===== src/rtl/jtframe_cen_meter.sv =====
`default_nettype none
// ============================================================================
// Module   : jtframe_cen_meter
// Purpose  : Measures a cen pulse stream per window strobe: pulse count,
//            min/max pulse spacing and signed deficit vs. an expected count.
//            Gap statistics are built only when JTFRAME_CEN_METER_GAP_EN is
//            defined; otherwise gap_min/gap_max are tied to zero.
// Revision : 1.0 - initial release
// ============================================================================
module jtframe_cen_meter #(
  parameter int CW = 16,
  parameter int GW = 10
) (
  input  logic          clk,
  input  logic          rst,
  input  logic          cen,
  input  logic          win,
  input  logic [CW-1:0] expected,
  input  logic          ack,
  output logic          valid,
  output logic [CW-1:0] count,
  output logic [CW-1:0] deficit,
  output logic [GW-1:0] gap_min,
  output logic [GW-1:0] gap_max,
  output logic          lost
);

  localparam logic [CW-1:0] c_pos_lim = {1'b0, {(CW-1){1'b1}}};
  localparam logic [CW-1:0] c_neg_lim = {1'b1, {(CW-1){1'b0}}};

  typedef enum logic [0:0] {
    IDLE    = 1'b0,
    MEASURE = 1'b1
  } state_t;

  state_t        r_state;
  logic [CW-1:0] r_pcnt;
  logic [CW-1:0] w_cnt_new;
  logic [CW:0]   w_diff;
  logic [CW-1:0] w_deficit;

  // Pulse total for the window including a cen arriving in this very cycle
  assign w_cnt_new = (cen && (r_pcnt != {CW{1'b1}})) ? r_pcnt + CW'(1) : r_pcnt;
  assign w_diff    = {1'b0, expected} - {1'b0, w_cnt_new};

  // Out of CW-bit signed range when the two top bits of the wide result differ
  always_comb begin
    w_deficit = w_diff[CW-1:0];
    if (w_diff[CW] != w_diff[CW-1]) begin
      w_deficit = w_diff[CW] ? c_neg_lim : c_pos_lim;
    end
  end

  always_ff @(posedge clk) begin
    if (rst) begin
      r_state <= IDLE;
      r_pcnt  <= '0;
      valid   <= 1'b0;
      lost    <= 1'b0;
      count   <= '0;
      deficit <= '0;
    end else begin
      r_pcnt <= win ? '0 : w_cnt_new;
      if (win) begin
        if (r_state == IDLE) begin
          r_state <= MEASURE;
        end else begin
          count   <= w_cnt_new;
          deficit <= w_deficit;
          valid   <= 1'b1;
          if (valid) begin
            lost <= !ack;
          end
        end
      end else if (ack && valid) begin
        valid <= 1'b0;
        lost  <= 1'b0;
      end
    end
  end

`ifdef JTFRAME_CEN_METER_GAP_EN
  logic [GW-1:0] r_gcnt;
  logic [GW-1:0] r_gmin;
  logic [GW-1:0] r_gmax;
  logic          r_seen;
  logic          w_gap_hit;
  logic [GW-1:0] w_gmin_new;
  logic [GW-1:0] w_gmax_new;

  // A spacing exists only once some earlier cen has been seen since reset
  assign w_gap_hit  = cen && r_seen;
  assign w_gmin_new = (w_gap_hit && (r_gcnt < r_gmin)) ? r_gcnt : r_gmin;
  assign w_gmax_new = (w_gap_hit && (r_gcnt > r_gmax)) ? r_gcnt : r_gmax;

  always_ff @(posedge clk) begin
    if (rst) begin
      r_gcnt  <= '0;
      r_gmin  <= '1;
      r_gmax  <= '0;
      r_seen  <= 1'b0;
      gap_min <= '0;
      gap_max <= '0;
    end else begin
      if (cen) begin
        r_gcnt <= GW'(1);
      end else if (r_gcnt != {GW{1'b1}}) begin
        r_gcnt <= r_gcnt + GW'(1);
      end
      r_seen <= r_seen | cen;
      if (win) begin
        if (r_state == MEASURE) begin
          gap_min <= w_gmin_new;
          gap_max <= w_gmax_new;
        end
        r_gmin <= '1;
        r_gmax <= '0;
      end else begin
        r_gmin <= w_gmin_new;
        r_gmax <= w_gmax_new;
      end
    end
  end
`else
  assign gap_min = '0;
  assign gap_max = '0;
`endif

endmodule
`default_nettype wire


===== config.mk =====
export PLATFORM = sky130hd
export DESIGN_NAME = jtframe_cen_meter
export DESIGN_NICKNAME = d
export VERILOG_FILES = /design/src/rtl/jtframe_cen_meter.sv
export SDC_FILE = /design/constraint.sdc
export NUM_CORES = 1
export LEC_CHECK = 0
export BUFFER_PORTS_ARGS = -buffer_cell sky130_fd_sc_hd__buf_4
export CAP_MARGIN = 20
export CORE_MARGIN = 5
export CORE_UTILIZATION = 61
export CTS_BUF_LIST = sky130_fd_sc_hd__clkbuf_4 sky130_fd_sc_hd__clkbuf_8
export CTS_CLUSTER_SIZE = 20
export DETAILED_ROUTE_END_ITERATION = 10
export HOLD_SLACK_MARGIN = 0.02
export MAX_ROUTING_LAYER = met4
export PLACE_DENSITY = 0.87
export SLEW_MARGIN = 20
export SYNTH_ARGS = -nofsm -noshare
export SYNTH_HDL_FRONTEND = slang
export SYNTH_SLANG_ARGS = --single-unit

===== constraint.sdc =====
create_clock -name clk -period 11 [get_ports clk]
set_clock_uncertainty 0.2 [all_clocks]
set_input_delay 2.2 -clock clk [delete_from_list [all_inputs] [get_ports clk]]
set_output_delay 2.2 -clock clk [all_outputs]
set_load 0.05 [all_outputs]

# Word-level counts from Yosys, hierarchy flattened

Index checks and enable logic that the tools add are counted.

Word-level logic and storage cells: 29
Bits in registers: 51
Input port bits: 21
Output and inout bits: 54

Reductions and logical operators: 8
Add/subtract/negate cells: 2
Multiplexer cells: 9
Equality and inequality tests: 4

Operators with widths:

| cell                                                                    | count |
|---|---|
| 16-bit two-way mux                                                      | 3 |
| 16-bit by 16-bit subtractor with 17-bit output                          | 1 |
| 16-bit by 1-bit adder with 16-bit output, second input constant         | 1 |
| 16-bit inequality test, second input constant                           | 1 |
| 1-bit two-way mux                                                       | 6 |
| 2-bit by 1-bit inequality test with 1-bit output, second input constant | 2 |
| 2-bit AND reduction                                                     | 2 |
| 3-bit AND reduction                                                     | 1 |
| 1-bit logical AND                                                       | 2 |
| 2-bit nonzero test                                                      | 1 |
| 2-bit OR reduction                                                      | 1 |
| 1-bit logical NOT                                                       | 1 |
| 1-bit inequality test                                                   | 1 |

# Depth between registers and ports, before layout

Gate-level depths: netlist (run 1).

Depth in word-level cells: 6
Depth in mapped cells: 20
Depth with buffers taken out: 19

# Worst setup path before layout (run 1)

No wires, ideal clock.

Path type: input to register
Start point: in cen
End point: reg deficit[14]
Required time: 10721 ps
Buffers on the path: 1
Arrival time: 5638 ps
Library setup time: 79 ps
Cell stages on the path: 16
Slack: 5083 ps
Cells stage by stage: and2_1 -> clkbuf_1 -> nand2_1 -> xor2_1 -> ha_1 -> nor2b_1 -> o31a_1 -> or3_1 -> a31oi_1 -> a222oi_1 -> o32a_1 -> or2_4 -> a2111oi_2 -> a311oi_1 -> maj3_2 -> a211oi_2

Cells in the longest elaborated chain, start to end: 5
Elaborated cells between the ends (all ways): 6
Classes of those cells: add/sub: 1; eq/ne: 1; mux: 3; reduce/logical: 1

RTL lines:

| element                                                            | RTL line | source |
|---|---|---|
| start, declared                                                    | 16       | `input logic cen,` |
| 1-bit logical AND *                                                | 43       | `assign w_cnt_new = (cen && (r_pcnt != {CW{1'b1}})) ? r_pcnt + CW'(1) : r_pcnt;` |
| 16-bit two-way mux *                                               | 43       |  |
| 16-bit by 16-bit subtractor with 17-bit output *                   | 44       | `assign w_diff = {1'b0, expected} - {1'b0, w_cnt_new};` |
| 16-bit two-way mux / 1-bit inequality test (equally long branches) | 50, 49   |  |
| 16-bit two-way mux *                                               | 49       | `if (w_diff[CW] != w_diff[CW-1]) begin` |
| end signal, assigned                                               | 69       | `deficit <= w_deficit;` |
| end, declared                                                      | 22       | `output logic [CW-1:0] deficit,` |

Mark *: on every way between the ends. The rest lies on a longest branch, timed or not.
A chain may end at the register's enable or synchronous reset.

# Worst setup path after layout (run 1)

Same ends and word-level chain as after synthesis.

==> results of run 1 <==
cells in the final DEF (no fill, tap or decap), types with 11 or more instances in the layout:
cell and n:
buf_4 55, nand2_1 19, a21oi_1 19, conb_1 20, a211oi_1 26, inv_1 11, o21ai_0 12, nor2_1 65
xnor2_1 15, ha_1 12, dfxtp_1 51
through the flow:
| stage | cells | util [%] | power (W) | setup WS (ns) | hold WS (ns) |
|---|---|---|---|---|---|
| after floorplan | 413 | - | 0.000295 | 5.08 | 0.304 |
| after global placement | 499 | 70.2 | 0.000316 | 4.86 | 0.251 |
| after detailed placement | 499 | 70.2 | 0.000319 | 4.72 | 0.259 |
| after CTS | 507 | 71.8 | 0.000424 | 5.02 | 0.272 |
| after global routing | 507 | 71.8 | 0.000442 | 4.66 | 0.290 |
| final | 507 | 71.8 | 0.000420 | 5.03 | 0.269 |
final cells by class:
type / count / area (µm²) / area share (%)
Inverter: 11 / 41.3 / 1.11
Clock inverter: 3 / 15.0 / 0.404
Clock buffer: 5 / 68.8 / 1.85
Multi-Input combinational cell: 312 / 2070 / 55.6
Timing Repair Buffer: 55 / 413 / 11.1
Tap cell: 70 / 87.6 / 2.36
Sequential cell: 51 / 1020 / 27.5
worst paths after layout:
kind                                                from                  endpoint  slack, ns  depth (start not counted)
worst max-delay path                                 cen  deficit[14]$_SDFFE_PP0P_       5.03                         16
worst min-delay path            deficit[15]$_SDFFE_PP0P_  deficit[15]$_SDFFE_PP0P_       0.27                          2
worst max register to register      r_pcnt[0]$_SDFF_PP0_  deficit[14]$_SDFFE_PP0P_       5.55                         18
worst min register to register  deficit[15]$_SDFFE_PP0P_  deficit[15]$_SDFFE_PP0P_       0.27                          2
state kept, by name, indices dropped and copies added, names as in the netlist:
register and flops:
count 16, deficit 16, r_pcnt 16, lost 1, r_state 1, valid 1
layer usage:
| metal | global-route usage (%) | vias up |
|---|---|---|
| li1 | - | 1456 |
| met2 | 34.5 | 101 |
| met5 | - | - |
| met3 | 5.25 | 2 |
| met4 | 4.01 | 0 |
| met1 | 29.4 | 1345 |
power breakdown:
| group | total (W) | internal [W] | switching [W] |
|---|---|---|---|
| clock | 0.000105 | 0.0000437 | 0.0000613 |
| sequential | 0.000197 | 0.000192 | 0.00000485 |
| combinational | 0.000118 | 0.0000377 | 0.0000805 |
| total | 0.000420 | 0.000274 | 0.000147 |
critical path, delay by kind of cell:
kind / cells / cell delay, ns
AOI/OAI and AO/OA: 7 / 1.72
and+or+nand+nor: 5 / 1.10
adders and majority gates: 2 / 0.65
xor gates and xnor gates: 1 / 0.25
buffers and inverters: 1 / 0.09
kinds of logic (layout without fill, tap and decap cells):
kind of cell | after synthesis | after routing | synth area share, %
buf+inv | 50 | 74 | 8.19
compound gates | 96 | 96 | 21.5
xor+xnor | 26 | 26 | 7.58
other cells | 1 | 20 | 0.114
simple gates | 146 | 146 | 22.9
flops | 51 | 51 | 31.1
mux | 3 | 3 | 0.914
fa+ha+maj | 21 | 21 | 7.70
==> results.sh, run 1 <==
export IMPL_yosys_area_top_type_share_pct=31.1
export IMPL_htree_levels=2
export IMPL_final_cell_area_um2=3710
export IMPL_worstSetupEndpointType="flip-flop"
export IMPL_synth_top_area_cell="dfxtp_1"
export IMPL_hpwl_mm=5.80
export IMPL_drt_pass1_iterations=4
export IMPL_arrival_ns=6.01
export IMPL_wl_met2_mm=3.56
export IMPL_yosysSeqAreaShare_pct=31.1
export IMPL_routed_wl_met3_um=651
export IMPL_drc=0
export IMPL_grt_pass1_vias=2629
export IMPL_antenna_found_initial=0
export IMPL_final_setup_viol_count=0
export IMPL_leakage_nw=1.47
export IMPL_start_util_pct=63.5
export IMPL_fin_crit_ns=5.97
export IMPL_yosysWarnings=0
export IMPL_grt_max_degree=52
export IMPL_num_antenna_cells=0
export IMPL_die_h_um=83.4
export IMPL_rsz0062_at_grt="no"
export IMPL_n_fill_cell=436
export IMPL_ys_flop_type="dfxtp_1"
export IMPL_die_x_um=83.4
export IMPL_core_rowCount=26
export IMPL_cpMaxStageDelayCell="a2111oi_2"
export IMPL_postCtsSetupRepairBufs=0
export IMPL_clock_sinks=51
export IMPL_place_congestion=0.868
export IMPL_fmax_ghz=0.167
export IMPL_insertion_delay_ns=0.30
export IMPL_cp_required_ns=11.03
export IMPL_dieArea_um2=6950
export IMPL_post_route_period_util_pct=54.3
export IMPL_async_flop_share_pct=0
export IMPL_clock_path_buffers=2
export IMPL_max_stage_delay_ns=0.37
export IMPL_hold_class="flip-flop to flip-flop"
export IMPL_area_growth_pct=13.0
export IMPL_synth_seq_cells=51
export IMPL_cts_tree="done"
export IMPL_routedWlPerCell_um=14.9
export IMPL_drive_above_1_share_pct=20.1
export IMPL_worst_slew_pin_transition_ns=0.850
export IMPL_status="completed"
export IMPL_cts_hold_buf=0
export IMPL_routed_wl_mm=7.56
export IMPL_wl_met1_mm=3.33
export IMPL_via_per_inst=5.73
export IMPL_ir_drop_mv=0.0722
export IMPL_num_vias=2904
export IMPL_grt_pass1_wl_mm=12.6
export IMPL_cts_clk_slew_worst_paths_ns=0.09
export IMPL_dr_first_iter_drc_count=180
export IMPL_cap_violations=0
export IMPL_cts_resized=0
export IMPL_crit_path_start_kind="input pin"
export IMPL_ys_top_cells_by_count="nor2_1, dfxtp_1, a211oi_1, buf_4"
export IMPL_numCtsBuffers=5
export IMPL_top_layer_used="met4"
export IMPL_synthesis_area_um2=3280
export IMPL_dpl_instance_area_um2=3630
export IMPL_core_area_um2=5170
export IMPL_ys_types=67
export IMPL_io_pin_count=75
export IMPL_relSlewSlack_pct=42.6
export IMPL_nNetsFinal=470
export IMPL_maxSlewViolCount=0
export IMPL_cts_root_buf="clkbuf_8"
export IMPL_critPathKind="input pin to flip-flop"
export IMPL_final_hold_viol_count=0
export IMPL_yosys_top_cells_area="dfxtp_1, nor2_1, a211oi_1, buf_4, ha_1"
export IMPL_synthCells=394
export IMPL_powerDensity_nw_per_um2=113
export IMPL_yosysMostFrequentCell="nor2_1"
export IMPL_synth_avg_cell_area_um2=8.34
export IMPL_synth_edff_count=0
export IMPL_grt_util_all_layers_pct=22.1
export IMPL_overflow=0
export IMPL_setup_tns_ns=0
export IMPL_worstPathMaxFanout=5
export IMPL_drtAntennaViolNets=0
export IMPL_port_buffers=54
export IMPL_crit_chain="buf_4, and2_1, nand2_1, xor2_1, ha_1, nor2b_1, o31a_1, or3_1, a31oi_1, a222oi_1, o32a_1, or2_4, a2111oi_2, a311oi_1, maj3_2, a211oi_2"
Note: power is estimated with default switching activity, not from simulation.
==> run 2, diff against run 1 <==
--- a/config.mk
+++ b/config.mk
@@ -5,16 +5,17 @@
 export SDC_FILE = /design/constraint.sdc
 export NUM_CORES = 1
 export LEC_CHECK = 0
+export ABC_AREA = 1
 export BUFFER_PORTS_ARGS = -buffer_cell sky130_fd_sc_hd__buf_4
 export CAP_MARGIN = 20
 export CORE_MARGIN = 5
-export CORE_UTILIZATION = 61
+export CORE_UTILIZATION = 51
 export CTS_BUF_LIST = sky130_fd_sc_hd__clkbuf_4 sky130_fd_sc_hd__clkbuf_8
 export CTS_CLUSTER_SIZE = 20
 export DETAILED_ROUTE_END_ITERATION = 10
 export HOLD_SLACK_MARGIN = 0.02
 export MAX_ROUTING_LAYER = met4
-export PLACE_DENSITY = 0.87
+export PLACE_DENSITY = 0.77
 export SLEW_MARGIN = 20
 export SYNTH_ARGS = -nofsm -noshare
 export SYNTH_HDL_FRONTEND = slang
==> constraint.sdc (replaced) <==
create_clock -name clk -period 5.2 [get_ports clk]
set_clock_uncertainty 0.2 [all_clocks]
set_input_delay 1.04 -clock clk [delete_from_list [all_inputs] [get_ports clk]]
set_output_delay 1.04 -clock clk [all_outputs]
set_load 0.05 [all_outputs]
==> results.sh, run 2 <==
export IMPL_core_area_um2=6280
export IMPL_yosysMostFrequentCell="nand2_1"
export IMPL_num_vias=2951
export IMPL_yosysWarnings=0
export IMPL_r2r_cells=23
export IMPL_place_congestion=0.872
export IMPL_clock_path_buffers=2
export IMPL_leakage_nw=1.77
export IMPL_powerDensity_nw_per_um2=248
export IMPL_start_util_pct=52.1
export IMPL_insertion_delay_ns=0.31
export IMPL_synthesis_area_um2=3270
export IMPL_area_growth_pct=13.6
export IMPL_cp_required_ns=5.19
export IMPL_synth_top_area_cell="dfxtp_1"
export IMPL_fin_cells=579
export IMPL_antenna_found_initial=0
export IMPL_dieArea_um2=8120
export IMPL_routed_wl_mm=7.67
export IMPL_die_h_um=90.1
export IMPL_nNetsFinal=536
export IMPL_status="completed"
export IMPL_hold_class="flip-flop to flip-flop"
export IMPL_post_route_period_util_pct=76.7
export IMPL_final_cell_mix="nand2_1, buf_4, dfxtp_1"
export IMPL_setup_tns_ns=0
export IMPL_yosys_area_top_type_share_pct=31.2
export IMPL_grt_util_all_layers_pct=19.5
export IMPL_layout_top_registers="count x16, deficit x16, r_pcnt x16"
export IMPL_routedWlPerCell_um=13.2
export IMPL_multi_input_area_um2=1910
export IMPL_drtAntennaViolNets=0
export IMPL_drc=0
export IMPL_drt_pass1_iterations=4
export IMPL_ir_drop_mv=0.181
export IMPL_io_pin_count=75
export IMPL_final_setup_viol_count=0
export IMPL_drive_above_1_share_pct=21.9
export IMPL_ys_top_cells_by_count="nand2_1, dfxtp_1, inv_1, nor2_1"
export IMPL_crit_path_start_kind="flip-flop"
export IMPL_synth_avg_cell_area_um2=7.22
export IMPL_async_flop_share_pct=0
export IMPL_cap_violations=0
export IMPL_dr_first_iter_drc_count=143
export IMPL_arrival_ns=3.98
export IMPL_cts_hold_buf=0
export IMPL_reg2reg_slack_ns=1.21
export IMPL_relSlewSlack_pct=44.0
export IMPL_r2r_end="deficit[14]$_SDFFE_PP0P_"
export IMPL_n_fill_cell=603
export IMPL_synth_edff_count=0
export IMPL_critPathKind="flip-flop to flip-flop"
export IMPL_final_common_cell="nand2_1"
export IMPL_cts_root_buf="clkbuf_8"
export IMPL_num_antenna_cells=0
export IMPL_hpwl_mm=6.05
export IMPL_worst_slew_pin_transition_ns=0.839
export IMPL_final_hold_viol_count=0
export IMPL_cts_tree="done"
export IMPL_numCtsBuffers=5
export IMPL_yosysSeqAreaShare_pct=31.2
export IMPL_worstSetupEndpointType="flip-flop"
export IMPL_yosys_top_cells_area="dfxtp_1, nand2_1, inv_1, buf_4, ha_1"
export IMPL_rsz0062_at_grt="no"
export IMPL_synth_seq_cells=51
export IMPL_fmax_ghz=0.251
export IMPL_maxSlewViolCount=0
export IMPL_postCtsSetupRepairBufs=0
export IMPL_ys_flop_type="dfxtp_1"
export IMPL_grt_pass1_vias=2773
export IMPL_via_per_inst=5.10
export IMPL_grt_max_degree=32
export IMPL_htree_levels=2
export IMPL_worstPathMaxFanout=14
export IMPL_overflow=0
export IMPL_regToRegStartpoint="r_pcnt[0]$_SDFF_PP0_"
export IMPL_port_buffers=54
export IMPL_cp_endpoint="deficit[14]$_SDFFE_PP0P_"
export IMPL_grt_pass1_wl_mm=13.0
export IMPL_core_rowCount=29
export IMPL_placed_cells=572
export IMPL_cts_resized=0
export IMPL_regArea_um2=1020
export IMPL_synthCells=453
export IMPL_cp_startpoint="r_pcnt[0]$_SDFF_PP0_"
export IMPL_ys_types=41
export IMPL_fin_crit_ns=3.99
export IMPL_die_x_um=90.1
export IMPL_clock_sinks=51
export IMPL_cts_clk_slew_worst_paths_ns=0.09
-- run 2: logic make-up after synthesis --
family                   count (synthesis)  synth area share [%]
buffers and inverters                   83                  12.6
AND/OR/NAND/NOR                        203                  29.9
XOR/XNOR                                22                  5.89
flip-flops                              51                  31.2
AO/OA/AOI/OAI                           80                  15.1
other                                    1                 0.115
adder cells (fa/ha/maj)                 13                  5.20
-- run 2: power by group --
part	internal [W]	total (W)	switching (W)	leakage [nW]
combinational	0.0000814	0.000277	0.000196	1.31
sequential	0.000409	0.000421	0.0000115	0.417
clock	0.0000923	0.000224	0.000132	0.0440
total	0.000583	0.000922	0.000339	1.77
-- run 2: layout make-up --
type,count,area share (%)
tap,77,2.59
clock buffer,5,1.85
multi-input combinational,338,51.4
timing repair buffer,55,11.1
sequential,51,27.5
inverter,51,5.22
clock inverter,2,0.370
-- run 2: how the worst min path moves through the flow --
stage | from | to | slack, ns | cells past startpoint
finish | r_state$_SDFFE_PP0P_ | r_state$_SDFFE_PP0P_ | 0.28 | 2
global route | r_state$_SDFFE_PP0P_ | r_state$_SDFFE_PP0P_ | 0.30 | 2
CTS | r_state$_SDFFE_PP0P_ | r_state$_SDFFE_PP0P_ | 0.28 | 2
detailed placement | r_state$_SDFFE_PP0P_ | r_state$_SDFFE_PP0P_ | 0.26 | 2
global placement | r_state$_SDFFE_PP0P_ | r_state$_SDFFE_PP0P_ | 0.25 | 2
floorplan | r_state$_SDFFE_PP0P_ | r_state$_SDFFE_PP0P_ | 0.24 | 2
-- run 2: through the flow --
| stage | utilization (%) | total power, W | hold slack, ns | setup WS (ns) | cell area [µm²] |
|---|---|---|---|---|---|
| global placement | 57.9 | 0.000705 | 0.249 | 0.971 | 3630 |
| finish | 59.2 | 0.000922 | 0.279 | 1.21 | 3720 |
| global route | 59.2 | 0.000971 | 0.303 | 0.772 | 3720 |
| CTS | 59.2 | 0.000929 | 0.284 | 1.21 | 3720 |
| detailed placement | 57.9 | 0.000707 | 0.262 | 0.958 | 3630 |
| floorplan | - | 0.000652 | 0.238 | 1.46 | 3340 |
-- run 2: worst max-delay path, stage by stage (launching register included) --
cell and delay [ns]:
dfxtp_1 0.44, ha_1 0.23, nand2_1 0.07, nor2_2 0.11, nand2_2 0.09, nand2_4 0.13
nand2_4 0.15, o21ai_0 0.50, inv_1 0.13, fa_1 0.45, nor2_1 0.12, a211oi_1 0.07
o21ai_0 0.16, nand2_1 0.06, nand2_1 0.09, nand3b_1 0.09, nand2_2 0.11, inv_2 0.04
o21ai_0 0.25, nand2_1 0.13, nand2_1 0.08, nand2_1 0.05, nand3_1 0.08, a21oi_2 0.06
-- run 2: metal layers --
metal	GRT usage, %	wire, µm
met1	24.2	3610
met2	32.3	3550
met3	3.76	396
met4	5.71	119
met5	-	0
